<file path="config.mk">
export PLATFORM = sky130hd
export DESIGN_NAME = bus_arb2
export DESIGN_NICKNAME = d
export VERILOG_FILES = /design/src/rtl/bus_pkg.sv /design/src/rtl/bus_addr_dec.sv /design/src/rtl/bus_arb2.sv
export SDC_FILE = /design/constraint.sdc
export NUM_CORES = 1
export LEC_CHECK = 0
export CORE_AREA = 2 2 172 174
export DETAILED_ROUTE_END_ITERATION = 16
export DIE_AREA = 0 0 174 176
export GPL_TIMING_DRIVEN = 0
export SYNTH_ARGS = -nofsm -noshare
export SYNTH_HDL_FRONTEND = slang
export SYNTH_SLANG_ARGS = --single-unit
</file>
<file path="constraint.sdc">
create_clock -name clk -period 2.3 [get_ports clk]
set_input_delay 0.46 -clock clk [delete_from_list [all_inputs] [get_ports clk]]
set_output_delay 0.46 -clock clk [all_outputs]
set_load 0.01 [all_outputs]
</file>
<file path="src/rtl/bus_pkg.sv">
// Shared definitions for the two-master system bus: arbiter state encoding
// and default bus geometry / address map.
package bus_pkg;

  typedef enum logic [1:0] {
    IDLE = 2'd0,
    GNT0 = 2'd1,
    GNT1 = 2'd2
  } arb_state_t;

  localparam int DEF_DATA_W = 64;
  localparam int DEF_ADDR_W = 16;
  localparam int DEF_NSLV   = 2;

  // Up to four slaves; slave i occupies bits [i*16 +: 16].
  localparam logic [63:0] DEF_SLV_BASE = {16'h9000, 16'h8000, 16'h7000, 16'h0000};
  localparam logic [63:0] DEF_SLV_MASK = {16'hF000, 16'hF000, 16'hFE00, 16'hF800};

endpackage

</file>
<file path="src/rtl/bus_addr_dec.sv">
// Mask/base address decoder; produces a one-hot (or zero) slave select,
// lowest slave index winning when windows overlap.
module bus_addr_dec
  import bus_pkg::*;
#(
  parameter int                     ADDR_W   = DEF_ADDR_W,
  parameter int                     NSLV     = DEF_NSLV,
  parameter logic [NSLV*ADDR_W-1:0] SLV_BASE = '0,
  parameter logic [NSLV*ADDR_W-1:0] SLV_MASK = '0
) (
  input  logic [ADDR_W-1:0] addr,
  input  logic              en,
  output logic [NSLV-1:0]   sel
);

  // Scan from the top down so the lowest matching index is written last.
  always_comb begin
    sel = '0;
    if (en) begin
      for (int i = NSLV - 1; i >= 0; i--) begin
        if ((addr & SLV_MASK[i*ADDR_W +: ADDR_W]) == SLV_BASE[i*ADDR_W +: ADDR_W]) begin
          sel    = '0;
          sel[i] = 1'b1;
        end
      end
    end
  end

endmodule

</file>
<file path="src/rtl/bus_arb2.sv">
// Two-master bus arbiter with slave decode and one-cycle read return.
// Define BUS_RR_ARB_EN for round-robin contention; default is fixed M0 priority.
//
// state | meaning
// IDLE  | no master granted, forward path driven to zero
// GNT0  | M0 owns the bus until it drops m0_req
// GNT1  | M1 owns the bus until it drops m1_req
module bus_arb2
  import bus_pkg::*;
#(
  parameter int                     DATA_W   = DEF_DATA_W,
  parameter int                     ADDR_W   = DEF_ADDR_W,
  parameter int                     NSLV     = DEF_NSLV,
  parameter logic [NSLV*ADDR_W-1:0] SLV_BASE = DEF_SLV_BASE[NSLV*ADDR_W-1:0],
  parameter logic [NSLV*ADDR_W-1:0] SLV_MASK = DEF_SLV_MASK[NSLV*ADDR_W-1:0]
) (
  input  logic                   clk,
  input  logic                   reset_n,
  input  logic                   m0_req,
  input  logic                   m0_wr,
  input  logic [ADDR_W-1:0]      m0_addr,
  input  logic [DATA_W-1:0]      m0_dout,
  input  logic                   m1_req,
  input  logic                   m1_wr,
  input  logic [ADDR_W-1:0]      m1_addr,
  input  logic [DATA_W-1:0]      m1_dout,
  output logic                   m0_grant,
  output logic                   m1_grant,
  output logic [DATA_W-1:0]      m_din,
  output logic                   m_err,
  output logic [NSLV-1:0]        s_sel,
  output logic                   s_wr,
  output logic [ADDR_W-1:0]      s_addr,
  output logic [DATA_W-1:0]      s_din,
  input  logic [NSLV*DATA_W-1:0] s_dout
);

  arb_state_t      state;
  logic [NSLV-1:0] sel_q;
  logic            grant_any;
`ifdef BUS_RR_ARB_EN
  logic            last_gnt;
`endif

  assign m0_grant  = (state == GNT0);
  assign m1_grant  = (state == GNT1);
  assign grant_any = m0_grant | m1_grant;

  always_ff @(posedge clk or negedge reset_n) begin
    if (!reset_n) begin
      state <= IDLE;
      sel_q <= '0;
      m_err <= 1'b0;
`ifdef BUS_RR_ARB_EN
      last_gnt <= 1'b1;
`endif
    end else begin
      sel_q <= s_sel;
      m_err <= grant_any && (s_sel == '0);
`ifdef BUS_RR_ARB_EN
      // Lags the grant by a cycle, but contention is only resolved from IDLE.
      if (state == GNT0)      last_gnt <= 1'b0;
      else if (state == GNT1) last_gnt <= 1'b1;
`endif
      case (state)
        IDLE: begin
          if (m0_req && m1_req) begin
`ifdef BUS_RR_ARB_EN
            state <= last_gnt ? GNT0 : GNT1;
`else
            state <= GNT0;
`endif
          end else if (m0_req) begin
            state <= GNT0;
          end else if (m1_req) begin
            state <= GNT1;
          end
        end
        GNT0:    if (!m0_req) state <= m1_req ? GNT1 : IDLE;
        GNT1:    if (!m1_req) state <= m0_req ? GNT0 : IDLE;
        default: state <= IDLE;
      endcase
    end
  end

  always_comb begin
    s_addr = '0;
    s_wr   = 1'b0;
    s_din  = '0;
    case (state)
      GNT0: begin
        s_addr = m0_addr;
        s_wr   = m0_wr;
        s_din  = m0_dout;
      end
      GNT1: begin
        s_addr = m1_addr;
        s_wr   = m1_wr;
        s_din  = m1_dout;
      end
      default: ;
    endcase
  end

  bus_addr_dec #(
    .ADDR_W   (ADDR_W),
    .NSLV     (NSLV),
    .SLV_BASE (SLV_BASE),
    .SLV_MASK (SLV_MASK)
  ) u_addr_dec (
    .addr (s_addr),
    .en   (grant_any),
    .sel  (s_sel)
  );

  // sel_q is one-hot or zero, so an OR-reduction is an exact mux.
  always_comb begin
    m_din = '0;
    for (int i = 0; i < NSLV; i++) begin
      if (sel_q[i]) m_din = m_din | s_dout[i*DATA_W +: DATA_W];
    end
  end

endmodule

</file>
==> summary.md, run 1 <==
| Metric | Value |
|---|---|
| Status | complete, but fails checks |
| Failing checks | setup timing |
| Leakage | 3.01 nW |
| Post-synthesis register bit count | 5 |
| Std cell rows | 62 |
| Syn. warnings | 0 |
| Post-synth EDFFs | 0 |
| Total Power | 6.56 mW |
| Global routing's busiest layer | met2 |
| First-pass GRT wire length | 31300 µm |
| CTS H-tree lvls | 1 |
| Initial Util | 7.70% |
| CTS Buf Count | 3 |
| CP max FO | 4 |
| Setup Skew | 0.689 ps |
| Main synth FF type | dfrtp_1 |
| Seq pwr share | 2.3% |
| Async SR Flop Fraction | 100% |
| Pre-Repair DR Iteration Count | 6 |
| Cell variety after synth | 26 |
| Cells after Synth | 304 |
| Vias per cell | 3.94 |
| Tmin final | 2330 ps |
| Top post-synthesis cells by area | a22oi_1 (27%), a22o_1 (26%), nor2b_1 (22%) |
| Switching Share | 44.1% |
| Seq/Total Area, Yosys | 5.69% |
| Mapped Area | 2200 µm² |
| Global Route met2 Usage | 25.5% |
| Total GRT Usage | 13.8% |
| Via count | 4518 |
| Largest net degree at the start of global routing | 11 |
| Placer Congestion | 0.878 |
| RSZ-0062 raised after global routing | true |
| Antenna-violating nets left | 0 |
| Comb power frac | 93.3% |
| Fill count | 3127 |
| Final WL | 23000 µm |
| Clk pwr share | 4.4% |
| CP arrival | 1870 ps |
| Synth area leader | a22oi_1 |
| I/O Buffers | 443 |
| Clk buf depth | 2 |
| NetSw | 2.90 mW |
| Die Ht | 176 µm |
| Remaining routing DRC violations | 0 |
| Syn nets | 602 |
| Min-delay worst type | in -> async |
| Int Pwr | 3.66 mW |
| Peak VDD IR | 343 µV |
| Layout cells sized above 1 | 16.3% |
| Final Cycle Share | 101% |
| Final WS setup | -30.3 ps |
| Clk slew on worst S/H paths | 30 ps |
| Antenna diodes | 0 |
| Setup-failing EPs final | 1 |
| DR iter-0 viols | 125 |
| Met1 usage | 16.1% |
| Final Hold Vio Count | 0 |
| Clk_lat worst skew | 230 ps |
| Die ar. | 30600 µm² |
| Max-slew violations | 0 |
| Crit end category | primary output |
| Root Buffer Master | clkbuf_16 |
| IO Pins | 444 |
| DIE WIDTH | 174 µm |
| Clock Sinks | 5 |
| Startpoint Class | flop |
| GRT overflow | 0 |
| Initial antenna violation count | 2 |
| DP Worst Slack | -1280 ps |
| Setup CP Type | reg -> out |
| CORE AREA | 28500 µm² |
| Max Cap Viol | 0 |
| Post-CTS Hold Buffers | 0 |
| WL/cell | 20.0 µm |
| Top-area cell type share of the netlist area | 26.6% |
| Worst Path Required | 1840 ps |
| Max-Slew Margin vs Limit | 80.6% |
| Tightest Pin Transition | 291 ps |
| FMAX | 429 MHz |
| Power per cell area | 861 nW/µm² |
| P&R area growth vs syn | 246% |
| Vias in the first global route | 4766 |
| M3 GR Usage | 3.04% |
| TritonCTS clock tree | yes |
| Synth Area per Inst | 7.23 µm² |
| Post-DP HPWL | 20300 µm |
| Final nets | 1062 |
[flip-flops by register name, summed over array words and instances (netlist names)]
register  flops
sel_q         2
state         2
m_err         1
[path summary, 6_finish.rpt]
kind / end / slack (ps) / from / cells past startpoint
worst max register to register: sel_q[1] / 560 / state[1] / 8
worst min-delay path: sel_q[0] / 450 / reset_n / 1
worst max-delay path: s_sel[1] / -30 / state[1] / 8
max in group asynchronous: state[0] / 1650 / reset_n / 1
min in group clk: state[0] / 660 / state[0] / 3
worst min register to register: state[0] / 660 / state[0] / 3
[routing by layer]
metal,vias up,part of all wire (%)
met1,2079,40
met3,27,8.3
met4,0,2.2
li1,2109,-
met5,-,0
met2,303,50
[cell families (layout without fill, tap and decap cells)]
family	Yosys count	in the layout	synth area share [%]
AO/OA/AOI/OAI	157	157	57.2
adder cells (fa/ha/maj)	4	4	2.28
buffers and inverters	44	503	8.65
flip-flops	5	5	5.69
multiplexers	1	1	0.512
AND/OR/NAND/NOR	93	93	25.7
[critical path: stages, from the launching register on]
cell	delay, ps
dfrtp_1	380
inv_2	80
ha_4	190
buf_4	130
and3b_1	180
a31oi_4	170
o32ai_4	130
and4_1	230
buf_2	140
[synthesized netlist by cell type, types with 2 or more instances]
cell type,count
a21boi_1,2
a22o_1,65
a22oi_1,78
and2_1,2
buf_1,8
buf_2,20
clkbuf_1,13
dfrtp_1,5
ha_1,4
inv_1,3
nand2_1,8
nor2b_1,78
o21ai_1,5
[stage by stage]
stage | hold WS [ps] | instance area (µm²) | setup TNS (ps) | cells | utilization, %
after floorplan | 164 | 2200 | 0 | 304 | -
after global placement | 544 | 7110 | -69220 | 1131 | 24.9
after detailed placement | 540 | 7110 | -70610 | 1131 | 24.9
after CTS | 460 | 7570 | -1950 | 1146 | 26.5
after global routing | 483 | 7620 | -112 | 1147 | 26.7
final | 451 | 7620 | -30.3 | 1147 | 26.7
[power groups by stage]
stage | sequential (mW) | combinational [mW] | clock, mW
3_3_place_gp | 0.147 | 5.50 | 0
2_1_floorplan | 0.141 | 2.49 | 0
4_1_cts | 0.151 | 6.14 | 0.291
5_1_grt | 0.154 | 6.54 | 0.298
3_5_place_dp | 0.150 | 5.51 | 0
6_report | 0.152 | 6.12 | 0.286
[cells in the final DEF (no fill, tap or decap), drive strengths merged]
cell type and count:
and3b 1, nor2b 78, nand2 8, ha 4
nor2 1, dfrtp 5, a22oi 79, dlygate4sd2 29
dlymetal6s2s 9, o21ai 6, a22o 65, and2 2
o2111ai 1, and4 1, a41oi 1, a21oi 1
a31oi 1, clkdlybuf4s15 18, clkbuf 45, o32ai 1
buf 42, a21boi 2, nand4 1, mux2 1
nand2b 1, inv 3, clkdlybuf4s50 357
[layout make-up]
type,count,area [µm²],share of cell area [%]
plain buffers,41,438,5.75
clock buffers,4,78.8,1.03
inverters,3,11.3,0.148
multi-input cells,255,2090,27.4
flip-flops and latches,5,126,1.66
well taps,384,480,6.31
repair buffers,455,4390,57.7
[what timing repair did]
item,CTS,global route
pin swaps,7,7
buffers inserted,9,2
gates cloned,2,0
endpoints found under the hold margin,0,0
setup endpoints to repair,144,84
gates resized for setup,218,96
Note: power is estimated with default switching activity, not from simulation.
==> run 2: changes to the inputs <==
--- a/config.mk
+++ b/config.mk
@@ -5,10 +5,12 @@
 export SDC_FILE = /design/constraint.sdc
 export NUM_CORES = 1
 export LEC_CHECK = 0
-export CORE_AREA = 2 2 172 174
+export ABC_AREA = 1
+export CORE_AREA = 2 2 173 175
 export DETAILED_ROUTE_END_ITERATION = 16
-export DIE_AREA = 0 0 174 176
+export DIE_AREA = 0 0 175 177
 export GPL_TIMING_DRIVEN = 0
+export PLACE_DENSITY_LB_ADDON = 0.25
 export SYNTH_ARGS = -nofsm -noshare
 export SYNTH_HDL_FRONTEND = slang
 export SYNTH_SLANG_ARGS = --single-unit
==> run 2 against run 1 <==
  * The flow now finishes without violations
  * Synthesized cell count is 31% higher
  * Total power is 13% lower
  * Fmax is 3.7% higher
  * Critical path type unchanged
  * Combinational power is 14% lower
  * First-iteration DRC count is 26% lower
  * Register-to-register slack better by 130 ps
  * Largest power group unchanged
  * Sequential share of layout area is 0.053 points higher
  * Design area is 4.1% lower
  * Flip-flop and latch count stayed put
  * Area after synthesis is 1.3% higher
  * Critical endpoint is now s_sel[0]
  * Non-clock buffer count stayed put
  * Core utilization is 1.7 points lower
==> summary.md, run 2 <==
| Metric | Value |
|---|---|
| Status | complete, no violations |
| Setup-failing EPs final | 0 |
| DR iter-0 viols | 92 |
| R2r setup slk | 690 ps |
| NetSw | 2.69 mW |
| Synth area leader | nand2_1 |
| Top post-synthesis cells by count | nand2_1 (180), a21oi_1 (74), a22o_1 (64), buf_2 (18), buf_6 (17) |
| Pre-Repair DR Iteration Count | 4 |
| Final nets | 1156 |
| Switching Share | 47.4% |
| CTS Buf Count | 3 |
| Leakage | 2.96 nW |
| Placed Instances | 1230 |
| Top flop regs | sel_q (2), state (2), m_err (1) |
| Crit end category | primary output |
| Std cell rows | 63 |
| Remaining routing DRC violations | 0 |
| Clk pwr share | 4.9% |
| Tmin final | 2250 ps |
| GRT overflow | 0 |
| Worst reg2reg path endpoint | state[1] |
| Initial Util | 7.61% |
| CP max FO | 6 |
| Syn. warnings | 0 |
| Syn nets | 695 |
| Comb power frac | 92.5% |
| CORE AREA | 29200 µm² |
| Vias per cell | 3.62 |
| Setup Skew | 0.415 ps |
| Die ar. | 31000 µm² |
| Top post-synthesis cells by area | nand2_1 (30%), a22o_1 (25%), a21oi_1 (17%) |
| Startpoint Class | flop |
| Cells after Synth | 397 |
| Leading cell types in the layout, fill and taps excluded | clkdlybuf4s50_1 (360), nand2_1 (177), a22o_1 (64) |
| Int Pwr | 2.98 mW |
| Setup TNS | 0 ps |
| Vias in the first global route | 4424 |
| Setup crit start | state[1] |
| DIE WIDTH | 175 µm |
| Clk slew on worst S/H paths | 30 ps |
| Worst R2R Start | state[0] |
| Final Hold Vio Count | 0 |
| Clk buf depth | 2 |
| Root Buffer Master | clkbuf_16 |
| Post-DP HPWL | 16100 µm |
| Critical path capture point | s_sel[0] |
| Die Ht | 177 µm |
| First-pass GRT wire length | 26600 µm |
| RSZ-0062 raised after global routing | true |
| Cell with the most instances after synthesis | nand2_1 |
| WL/cell | 15.6 µm |
| Placer Congestion | 0.756 |
| Peak VDD IR | 316 µV |
| Clock Sinks | 5 |
| R2R depth | 9 |
| Most common cell after layout, fill and taps aside | clkdlybuf4s50_1 |
| Top-area cell type share of the netlist area | 30.4% |
| Layout cells sized above 1 | 18.0% |
| IO Pins | 444 |
| CP arrival | 1790 ps |
| Post-synth EDFFs | 0 |
| Core Util, Final | 25.0% |
| CTS H-tree lvls | 1 |
| Post-synthesis register bit count | 5 |
| Max-Slew Margin vs Limit | 84.3% |
| Max-slew violations | 0 |
| Worst Path Required | 1840 ps |
| Clk_lat worst skew | 220 ps |
| Setup CP Type | reg -> out |
| Seq/Total Area, Yosys | 5.62% |
| Final Cycle Share | 97.7% |
| Min-delay worst type | in -> async |
| Tightest Pin Transition | 234 ps |
| Synth Area per Inst | 5.61 µm² |
| P&R area growth vs syn | 228% |
| Final WL | 19500 µm |
| Initial antenna violation count | 1 |
| Largest net degree at the start of global routing | 12 |
| Antenna-violating nets left | 0 |
| Mapped Area | 2230 µm² |
| Seq pwr share | 2.5% |
| Via count | 4516 |
| Total GRT Usage | 11.2% |
| Layout Cells excl Fill | 1248 |
| TritonCTS clock tree | yes |
| I/O Buffers | 443 |
| Power per cell area | 777 nW/µm² |
| Async SR Flop Fraction | 100% |
| Main synth FF type | dfrtp_1 |
| Cell variety after synth | 19 |
| FMAX | 445 MHz |
| Max Cap Viol | 0 |
-- run 2: cell count changes in the layout (fill, tap and decap cells not counted), sizes merged, moves of 3 or more --
cell,change
nand2,+173
a22oi,-79
nor2b,-78
a21oi,+73
buf,+34
dlygate4sd2,-17
clkdlybuf4s15,-16
inv,+9
dlymetal6s2s,-8
nor2,+6
clkbuf,+4
clkdlybuf4s50,+3
-- run 2: layout make-up --
type,instances,area [µm²]
Sequential cell,5,125
Multi-Input combinational cell,340,1860
Fill cell,3236,21900
Buffer,40,420
Antenna cell,1,2.50
Clock buffer,4,78.8
Tap cell,390,488
Inverter,12,45.0
Timing Repair Buffer,456,4280
-- run 2: cells by family (layout without fill, tap and decap cells) --
| kind of cell | count (synthesis) | after routing | synth area share, % |
|---|---|---|---|
| AOI/OAI and AO/OA | 142 | 142 | 42.7 |
| buffers and inverters | 52 | 512 | 15.9 |
| and+or+nand+nor | 194 | 194 | 33.6 |
| DFF | 5 | 5 | 5.62 |
| adders and majority gates | 4 | 4 | 2.25 |
| other | 0 | 1 | 0 |
-- run 2: worst min path at each step --
| stage | startpoint | endpoint | slack [ps] |
|---|---|---|---|
| 6_report | reset_n | m_err | 450 |
| 3_3_place_gp | state[1] | state[1] | 640 |
| 5_1_grt | reset_n | m_err | 470 |
| 2_1_floorplan | reset_n | m_err | 160 |
| 4_1_cts | reset_n | state[1] | 460 |
| 3_5_place_dp | state[1] | state[1] | 640 |
-- run 2: critical path, stage by stage, from the launching register on --
cell and delay, ps:
dfrtp_1 390, buf_4 160, ha_4 180, buf_12 150, nand2_1 90, nand2_1 70
nand2_2 70, nand3_2 100, nor3_2 180, buf_2 180
-- run 2: through the flow --
step | area [µm²] | hold slack (ps) | setup WS (ps) | total power [mW]
finish | 7310 | 455 | 52.5 | 5.68
global route | 7300 | 474 | -62.6 | 6.15
CTS | 7300 | 460 | -2.39 | 5.56
detailed placement | 7150 | 642 | -442 | 5.18
global placement | 7150 | 641 | -429 | 5.22
floorplan | 2230 | 164 | 408 | 2.47
-- run 2: per-layer routing --
metal	GRT usage, %	share of wire, %	up-vias
li1	-	-	2281
met1	12.4	38	2001
met2	21.4	53	222
met3	3.11	8.2	10
met4	1.74	0.77	2
met5	0	0.067	-
-- run 2: what timing repair did --
action	in CTS	in global routing
hold buffers	0	0
setup endpoints to repair	83	69
buffers inserted	6	2
pin swaps	2	3
cloned	1	4
gates resized for setup	231	96
-- run 2: power groups by stage --
stage | logic [mW] | clock network [mW] | registers, mW
6_report | 5.25 | 0.281 | 0.144
5_1_grt | 5.71 | 0.296 | 0.149
4_1_cts | 5.13 | 0.287 | 0.144
3_5_place_dp | 5.03 | 0 | 0.146
3_3_place_gp | 5.07 | 0 | 0.145
2_1_floorplan | 2.33 | 0 | 0.139
